`src/rtl/n2tl_aq_pkg.sv`:
```
// Shared types and defaults for the multi-outstanding Acquire/Grant/GrantAck tracker.
package n2tl_aq_pkg;

    typedef enum logic [3:0] {
        SLOT_IDLE        = 4'b0001,
        SLOT_ACQ_GEN     = 4'b0010,
        SLOT_GNT_WAIT    = 4'b0100,
        SLOT_GNTACK_PEND = 4'b1000
    } slot_state_e;

    localparam int DEF_SINK_W      = 26;
    localparam int DEF_TIMEOUT_CYC = 4096;

    // Counter only has to reach cyc-1; keep at least one bit so TIMEOUT_CYC of 0..2 still elaborates.
    function automatic int cnt_width(input int cyc);
        return (cyc > 2) ? $clog2(cyc) : 1;
    endfunction

endpackage

```
`src/rtl/n2tl_rr_arb.sv`:
```
// Round-robin picker: first set request at or after ptr, wrapping modulo N (N is a power of two).
module n2tl_rr_arb #(
    parameter int N  = 4,
    parameter int IW = $clog2(N)
) (
    input  logic [N-1:0]  req,
    input  logic [IW-1:0] ptr,
    output logic          vld,
    output logic [IW-1:0] idx
);

    logic [IW-1:0] cand;

    // Scan from the farthest offset down so the nearest request to ptr wins.
    always_comb begin
        vld  = 1'b0;
        idx  = '0;
        cand = '0;
        for (int k = N - 1; k >= 0; k--) begin
            cand = ptr + IW'(k);
            if (req[cand]) begin
                vld = 1'b1;
                idx = cand;
            end
        end
    end

endmodule

```
`src/rtl/n2tl_aqsm_mt.sv`:
```
// Tracks NUM_SLOTS outstanding Acquires (source id = slot index) from allocation through
// Acquire generation, Grant match, GrantAck generation, or timeout abort.
module n2tl_aqsm_mt
    import n2tl_aq_pkg::*;
#(
    parameter int NUM_SLOTS   = 4,
    parameter int SINK_W      = DEF_SINK_W,
    parameter int TIMEOUT_CYC = DEF_TIMEOUT_CYC,
    parameter int SRC_W       = $clog2(NUM_SLOTS)
) (
    input  logic                 clk,
    input  logic                 reset,
    input  logic                 acq_req_valid,
    output logic                 acq_req_ready,
    output logic [SRC_W-1:0]     acq_req_src,
    output logic                 acq_gen_en,
    output logic [SRC_W-1:0]     acq_gen_src,
    input  logic                 acq_gen_done,
    input  logic                 gnt_valid,
    input  logic [SRC_W-1:0]     gnt_source,
    input  logic [SINK_W-1:0]    gnt_sink,
    output logic                 gnt_ack,
    output logic                 gnt_spurious,
    output logic                 gntack_gen_en,
    output logic [SINK_W-1:0]    gntack_e_sink,
    input  logic                 gntack_gen_done,
    output logic [NUM_SLOTS-1:0] slot_busy,
    output logic                 timeout_err,
    output logic [SRC_W-1:0]     timeout_src
);

    localparam int CNT_W = cnt_width(TIMEOUT_CYC);

    slot_state_e [NUM_SLOTS-1:0]             st_q, st_d;
    logic        [NUM_SLOTS-1:0][CNT_W-1:0]  cnt_q;
    logic        [NUM_SLOTS-1:0][SINK_W-1:0] sink_q;

    logic [NUM_SLOTS-1:0] is_idle, is_acq, is_wait, is_pend, gnt_mine, expire;
    logic [SRC_W-1:0]     alloc_src, to_idx, acq_ptr, gack_ptr, gntack_src;
    logic [SRC_W-1:0]     acq_pick, gack_pick;
    logic                 acq_any, gack_any, alloc_fire, acq_fin, gack_fin, gnt_hit;

    for (genvar g = 0; g < NUM_SLOTS; g++) begin : g_slot
        assign is_idle[g]  = (st_q[g] == SLOT_IDLE);
        assign is_acq[g]   = (st_q[g] == SLOT_ACQ_GEN);
        assign is_wait[g]  = (st_q[g] == SLOT_GNT_WAIT);
        assign is_pend[g]  = (st_q[g] == SLOT_GNTACK_PEND);
        assign gnt_mine[g] = gnt_hit && (gnt_source == SRC_W'(g));
        // A Grant landing in the expiry cycle takes priority over the abort.
        assign expire[g]   = (TIMEOUT_CYC != 0) && is_wait[g] && !gnt_mine[g] &&
                             (cnt_q[g] == CNT_W'(TIMEOUT_CYC - 1));
    end

    assign slot_busy     = ~is_idle;
    assign acq_req_ready = |is_idle;
    assign acq_req_src   = alloc_src;
    assign alloc_fire    = acq_req_valid && acq_req_ready;
    assign acq_fin       = acq_gen_en && acq_gen_done;
    assign gack_fin      = gntack_gen_en && gntack_gen_done;
    assign gnt_hit       = gnt_valid && is_wait[gnt_source];

    always_comb begin
        alloc_src = '0;
        to_idx    = '0;
        for (int i = NUM_SLOTS - 1; i >= 0; i--) begin
            if (is_idle[i]) alloc_src = SRC_W'(i);
            if (expire[i])  to_idx    = SRC_W'(i);
        end
    end

    n2tl_rr_arb #(.N(NUM_SLOTS), .IW(SRC_W)) u_acq_arb (
        .req (is_acq),
        .ptr (acq_ptr),
        .vld (acq_any),
        .idx (acq_pick)
    );

    n2tl_rr_arb #(.N(NUM_SLOTS), .IW(SRC_W)) u_gack_arb (
        .req (is_pend),
        .ptr (gack_ptr),
        .vld (gack_any),
        .idx (gack_pick)
    );

    always_comb begin
        st_d = st_q;
        for (int i = 0; i < NUM_SLOTS; i++) begin
            case (st_q[i])
                SLOT_IDLE:
                    if (alloc_fire && alloc_src == SRC_W'(i)) st_d[i] = SLOT_ACQ_GEN;
                SLOT_ACQ_GEN:
                    if (acq_fin && acq_gen_src == SRC_W'(i)) st_d[i] = SLOT_GNT_WAIT;
                SLOT_GNT_WAIT:
                    if (gnt_mine[i])    st_d[i] = SLOT_GNTACK_PEND;
                    else if (expire[i]) st_d[i] = SLOT_IDLE;
                SLOT_GNTACK_PEND:
                    if (gack_fin && gntack_src == SRC_W'(i)) st_d[i] = SLOT_IDLE;
                default:
                    st_d[i] = SLOT_IDLE;
            endcase
        end
    end

    always_ff @(posedge clk) begin
        if (reset) begin
            for (int i = 0; i < NUM_SLOTS; i++) st_q[i] <= SLOT_IDLE;
            cnt_q         <= '0;
            sink_q        <= '0;
            acq_gen_en    <= 1'b0;
            acq_gen_src   <= '0;
            acq_ptr       <= '0;
            gntack_gen_en <= 1'b0;
            gntack_src    <= '0;
            gntack_e_sink <= '0;
            gack_ptr      <= '0;
            gnt_ack       <= 1'b0;
            gnt_spurious  <= 1'b0;
            timeout_err   <= 1'b0;
            timeout_src   <= '0;
        end else begin
            st_q <= st_d;
            // Held at zero outside GNT_WAIT, so it starts from zero on entry.
            for (int i = 0; i < NUM_SLOTS; i++)
                cnt_q[i] <= is_wait[i] ? cnt_q[i] + CNT_W'(1) : '0;
            if (gnt_hit) sink_q[gnt_source] <= gnt_sink;

            gnt_ack      <= gnt_hit;
            gnt_spurious <= gnt_valid && !is_wait[gnt_source];
            timeout_err  <= |expire;
            timeout_src  <= to_idx;

            if (acq_gen_en) begin
                if (acq_gen_done) acq_gen_en <= 1'b0;
            end else if (acq_any) begin
                acq_gen_en  <= 1'b1;
                acq_gen_src <= acq_pick;
                acq_ptr     <= acq_pick + SRC_W'(1);
            end

            if (gntack_gen_en) begin
                if (gntack_gen_done) gntack_gen_en <= 1'b0;
            end else if (gack_any) begin
                gntack_gen_en <= 1'b1;
                gntack_src    <= gack_pick;
                gntack_e_sink <= sink_q[gack_pick];
                gack_ptr      <= gack_pick + SRC_W'(1);
            end
        end
    end

endmodule

```
`config.mk`:
```
export PLATFORM = sky130hd
export DESIGN_NAME = n2tl_aqsm_mt
export DESIGN_NICKNAME = d
export VERILOG_FILES = /design/src/rtl/n2tl_aq_pkg.sv /design/src/rtl/n2tl_rr_arb.sv /design/src/rtl/n2tl_aqsm_mt.sv
export SDC_FILE = /design/constraint.sdc
export NUM_CORES = 1
export LEC_CHECK = 0
export BUFFER_PORTS_ARGS = -buffer_cell sky130_fd_sc_hd__buf_4
export CAP_MARGIN = 0
export CORE_MARGIN = 4
export CORE_UTILIZATION = 35
export DETAILED_ROUTE_END_ITERATION = 10
export HOLD_SLACK_MARGIN = 0.15
export PLACE_DENSITY = 0.62
export SLEW_MARGIN = 20
export SYNTH_ARGS = -nofsm -noshare
export SYNTH_HDL_FRONTEND = slang
export SYNTH_HIERARCHICAL = 1
export SYNTH_SLANG_ARGS = --single-unit
export TNS_END_PERCENT = 1
```
`constraint.sdc`:
```
create_clock -name clk -period 5 [get_ports clk]
set_input_delay 1.5 -clock clk [delete_from_list [all_inputs] [get_ports clk]]
set_output_delay 1.5 -clock clk [all_outputs]
set_load 0.02 [all_outputs]
```
==> impl_metrics.xml <==
<?xml version="1.0" encoding="UTF-8"?>
<metrics>
  <group name="status">
    <metric name="outcome" unit="">complete, no violations</metric>
  </group>
  <group name="synthesis">
    <metric name="synth_top_area_cell" unit="">sky130_fd_sc_hd__dfxtp_1</metric>
    <metric name="yosys.area.top_type_share" unit="%">47.90</metric>
    <metric name="synth.ff_latch_count" unit="">209</metric>
    <metric name="synthTopCellsByArea" unit="">sky130_fd_sc_hd__dfxtp_1 48%, sky130_fd_sc_hd__nand2_1 12%, sky130_fd_sc_hd__a21oi_1 8.6%</metric>
    <metric name="synth_warn" unit="">6</metric>
    <metric name="postSynth.asyncResetShare" unit="%">0</metric>
    <metric name="synth_seq_area_share" unit="%">47.90</metric>
    <metric name="synth-edff-count" unit="">0</metric>
    <metric name="netlist_area_before_placement" unit="um2">8735</metric>
    <metric name="synthesized_netlist_net_count" unit="">1058</metric>
    <metric name="synthTopCellsByCount" unit="">290 x sky130_fd_sc_hd__nand2_1, 209 x sky130_fd_sc_hd__dfxtp_1, 150 x sky130_fd_sc_hd__a21oi_1</metric>
    <metric name="most_frequent_cell_after_synthesis" unit="">sky130_fd_sc_hd__nand2_1</metric>
    <metric name="postSynthCellCount" unit="">1020</metric>
    <metric name="avgSynthCellArea" unit="um2">8.563</metric>
    <metric name="ys_dominant_reg_cell" unit="">sky130_fd_sc_hd__dfxtp_1</metric>
    <metric name="yosys.cell_types.count" unit="">54</metric>
  </group>
  <group name="power">
    <metric name="power.ir.vdd_worst" unit="mV">0.2682</metric>
    <metric name="cellLeakagePower" unit="uW">0.003403</metric>
    <metric name="report.power.total" unit="uW">3895</metric>
    <metric name="power.density_cell_area" unit="nW/um2">378.0</metric>
  </group>
  <group name="layout">
    <metric name="insertedDiodeCount" unit="">0</metric>
    <metric name="layout_net_count" unit="">1117</metric>
    <metric name="final_cell_count_no_fill" unit="">1416</metric>
    <metric name="area_delta_synth_final" unit="%">17.98</metric>
    <metric name="final_layout_size_suffix_gt1_share" unit="%">15.29</metric>
    <metric name="postLayoutCellArea" unit="um2">10300</metric>
  </group>
  <group name="clock_network">
    <metric name="clk_latency" unit="ns">0.52</metric>
    <metric name="root_buffer" unit="">sky130_fd_sc_hd__clkbuf_16</metric>
    <metric name="max-clock-path-buffers" unit="">3</metric>
    <metric name="cts_hold_buf" unit="">0</metric>
    <metric name="htree_num_levels" unit="">1</metric>
    <metric name="cts_inserted_buffers" unit="">24</metric>
    <metric name="numClockSinks" unit="">209</metric>
    <metric name="post-cts-setup-buffers" unit="">0</metric>
    <metric name="clk_pin_slew_worst_paths" unit="ns">0.06</metric>
    <metric name="cts_tree" unit="">built</metric>
    <metric name="cts_resized" unit="">0</metric>
  </group>
  <group name="die">
    <metric name="dieArea" unit="um2">27550</metric>
    <metric name="die_height" unit="um">166.0</metric>
    <metric name="initial_core_util" unit="%">35.71</metric>
    <metric name="coreArea" unit="um2">24460</metric>
    <metric name="die_x" unit="um">166.0</metric>
    <metric name="i_o_pins" unit="">76</metric>
    <metric name="number_of_placement_rows" unit="">57</metric>
  </group>
  <group name="route">
    <metric name="wirelength" unit="mm">21.48</metric>
    <metric name="drt_iter0_drc" unit="">438</metric>
    <metric name="number_of_vias_after_detailed_routing" unit="">7102</metric>
    <metric name="via_to_cell_ratio" unit="">5.016</metric>
    <metric name="ant_nets" unit="">0</metric>
    <metric name="detail_route.drc_violations" unit="">0</metric>
    <metric name="drt-wirelength-per-cell" unit="um">15.17</metric>
    <metric name="detailedRoute.firstPassIterationCount" unit="">6</metric>
  </group>
  <group name="grt">
    <metric name="antenna_found_initial" unit="">0</metric>
    <metric name="grt-ovfl-total" unit="">0</metric>
    <metric name="grt_pass1_wl" unit="mm">35.30</metric>
    <metric name="via_count_of_the_first_global_routing_pass" unit="">6820</metric>
    <metric name="groute.usage.overall" unit="%">15.09</metric>
    <metric name="grt_max_degree" unit="">80</metric>
  </group>
  <group name="critical_path">
    <metric name="required" unit="ns">3.50</metric>
    <metric name="cp_num_buf_inv" unit="">1</metric>
    <metric name="crit_type" unit="">reg -&gt; out</metric>
    <metric name="worst-path-max-fanout" unit="">5</metric>
    <metric name="startpoint" unit="">st_q[12]</metric>
    <metric name="cp_arrival" unit="ns">2.16</metric>
    <metric name="timing.critical_path.to_type" unit="">output port</metric>
    <metric name="timing.critical_path.cells" unit="">nor4b_1 -&gt; nand2_1 -&gt; a21oi_1 -&gt; buf_4</metric>
    <metric name="r2r_start" unit="">st_q[12]</metric>
    <metric name="timing.critical_path.slowest_cell_delay" unit="ns">0.78</metric>
    <metric name="cp-start-kind" unit="">register</metric>
    <metric name="critPathTopFamily" unit="">simple AND/OR/NAND/NOR gates</metric>
    <metric name="critical_path.slowest_cell" unit="">sky130_fd_sc_hd__nor4b_1</metric>
  </group>
  <group name="placed_design">
    <metric name="dpl_cell_area" unit="um2">9590</metric>
    <metric name="dp_hpwl" unit="mm">13.20</metric>
    <metric name="placed_cells" unit="">1377</metric>
    <metric name="io_buffer_count" unit="">75</metric>
    <metric name="place_congestion" unit="">0.7653</metric>
  </group>
  <group name="timing">
    <metric name="max-slew-margin-rel" unit="%">36.41</metric>
    <metric name="fin_crit_sh" unit="%">73.14</metric>
    <metric name="finalHoldViolations" unit="">0</metric>
    <metric name="layout_min_cycle_time" unit="ns">3.657</metric>
    <metric name="clock-skew-final" unit="ns">0.01094</metric>
    <metric name="final.setup.tns" unit="ns">0</metric>
    <metric name="fin_worst_hold_slack" unit="ns">0.4463</metric>
    <metric name="achievable-frequency" unit="GHz">0.2735</metric>
    <metric name="timing_max_transition_violations_final" unit="">0</metric>
    <metric name="setup_viol_count_final" unit="">0</metric>
    <metric name="transition_time_of_the_tightest_slew_check_pin" unit="ns">0.9406</metric>
    <metric name="rsz0062_at_grt" unit="">false</metric>
  </group>
  <group name="worst_hold_path">
    <metric name="hp-class" unit="">reg -&gt; reg</metric>
    <metric name="hold_sp" unit="">cnt_q[12]</metric>
  </group>
  <group name="job">
    <metric name="timing.max_cap.violations" unit="">0</metric>
  </group>
</metrics>
-- placed cells by master (no fill, tap or decap), types with 3 or more instances in the layout --
cell,instances
sky130_fd_sc_hd__nand4_1,13
sky130_fd_sc_hd__clkinv_2,3
sky130_fd_sc_hd__nor2_1,73
sky130_fd_sc_hd__nand2b_1,13
sky130_fd_sc_hd__mux2i_1,4
sky130_fd_sc_hd__and4_1,8
sky130_fd_sc_hd__o31a_1,4
sky130_fd_sc_hd__or3_1,7
sky130_fd_sc_hd__clkbuf_8,4
sky130_fd_sc_hd__nand2_1,289
sky130_fd_sc_hd__clkbuf_1,8
sky130_fd_sc_hd__nor4b_1,7
sky130_fd_sc_hd__and2_1,6
sky130_fd_sc_hd__xor2_1,23
sky130_fd_sc_hd__xnor2_1,13
sky130_fd_sc_hd__a31oi_1,3
sky130_fd_sc_hd__and3_1,4
sky130_fd_sc_hd__buf_4,89
sky130_fd_sc_hd__nor3_1,7
sky130_fd_sc_hd__clkbuf_16,24
sky130_fd_sc_hd__o31ai_1,4
sky130_fd_sc_hd__dfxtp_1,209
sky130_fd_sc_hd__nor4b_2,7
sky130_fd_sc_hd__nand3_1,20
sky130_fd_sc_hd__inv_1,13
sky130_fd_sc_hd__o21ai_0,9
sky130_fd_sc_hd__mux4_2,27
sky130_fd_sc_hd__a211oi_1,5
sky130_fd_sc_hd__nor3b_1,4
sky130_fd_sc_hd__nor2b_1,5
sky130_fd_sc_hd__a21oi_1,150
sky130_fd_sc_hd__ha_1,4
-- logic make-up (layout without fill, tap and decap cells) --
kind of cell / after synthesis / in the layout / share of synthesized area, %
flops: 209 / 209 / 47.90
mux: 31 / 31 / 7.420
xor+xnor: 36 / 36 / 3.610
buf+inv: 72 / 144 / 3.395
fa+ha+maj: 4 / 4 / 0.5730
simple gates: 478 / 478 / 24.95
compound gates: 190 / 190 / 12.15
-- registers in the layout, indices dropped and copies added, names as in the netlist, 2 cells and up --
| register | count |
|---|---|
| timeout_src | 2 |
| cnt_q | 48 |
| st_q | 16 |
| gack_ptr | 2 |
| gntack_src | 2 |
| gntack_e_sink | 26 |
| acq_ptr | 2 |
| sink_q | 104 |
| acq_gen_src | 2 |
-- path summary, 6_finish.rpt --
path / endpoint / slack [ns] / cells past startpoint
max: acq_req_src[0] / 1.34 / 4
min: cnt_q[12] / 0.45 / 1
max reg2reg: gntack_e_sink[3] / 1.96 / 7
min reg2reg: cnt_q[12] / 0.45 / 1
-- worst reg2reg max path, delay by kind of cell (launching register included) --
family | cells | cell delay (ns)
AO/OA/AOI/OAI | 2 | 0.35
flip-flops | 1 | 0.36
multiplexers | 2 | 0.85
buffers and inverters | 1 | 0.54
AND/OR/NAND/NOR | 2 | 0.82
-- layer usage --
metal	vias up	part of all wire (%)	GRT usage, %
li1	3602	-	-
met1	3332	48	20.94
met2	148	46	25.00
met3	20	4.2	2.285
met4	0	1.5	3.443
met5	-	0	0
-- cell type report --
type | count | area [um2]
Fill cell | 2440 | 14160
Multi-Input combinational cell | 739 | 4274
Sequential cell | 209 | 4184
Clock buffer | 36 | 685.7
Timing Repair Buffer | 89 | 668.1
Tap cell | 324 | 405.4
Inverter | 16 | 61.31
Clock inverter | 3 | 26.28
-- report_power, final --
group	switching (uW)	leakage [uW]	internal [uW]	total (uW)
combinational	303	0.00137	222	525
sequential	59.9	0.00168	1710	1770
clock	661	0.000349	939	1600
total	1020	0.00340	2870	3890
-- stage by stage --
stage / utilization [%] / setup slack, ns
after detailed placement: 39.21 / 1.665
final: 42.13 / 1.343
after global routing: 42.13 / 1.108
after CTS: 42.12 / 1.333
after global placement: 39.21 / 1.746
after floorplan: - / 2.100
Note: power is estimated with default switching activity, not from simulation.
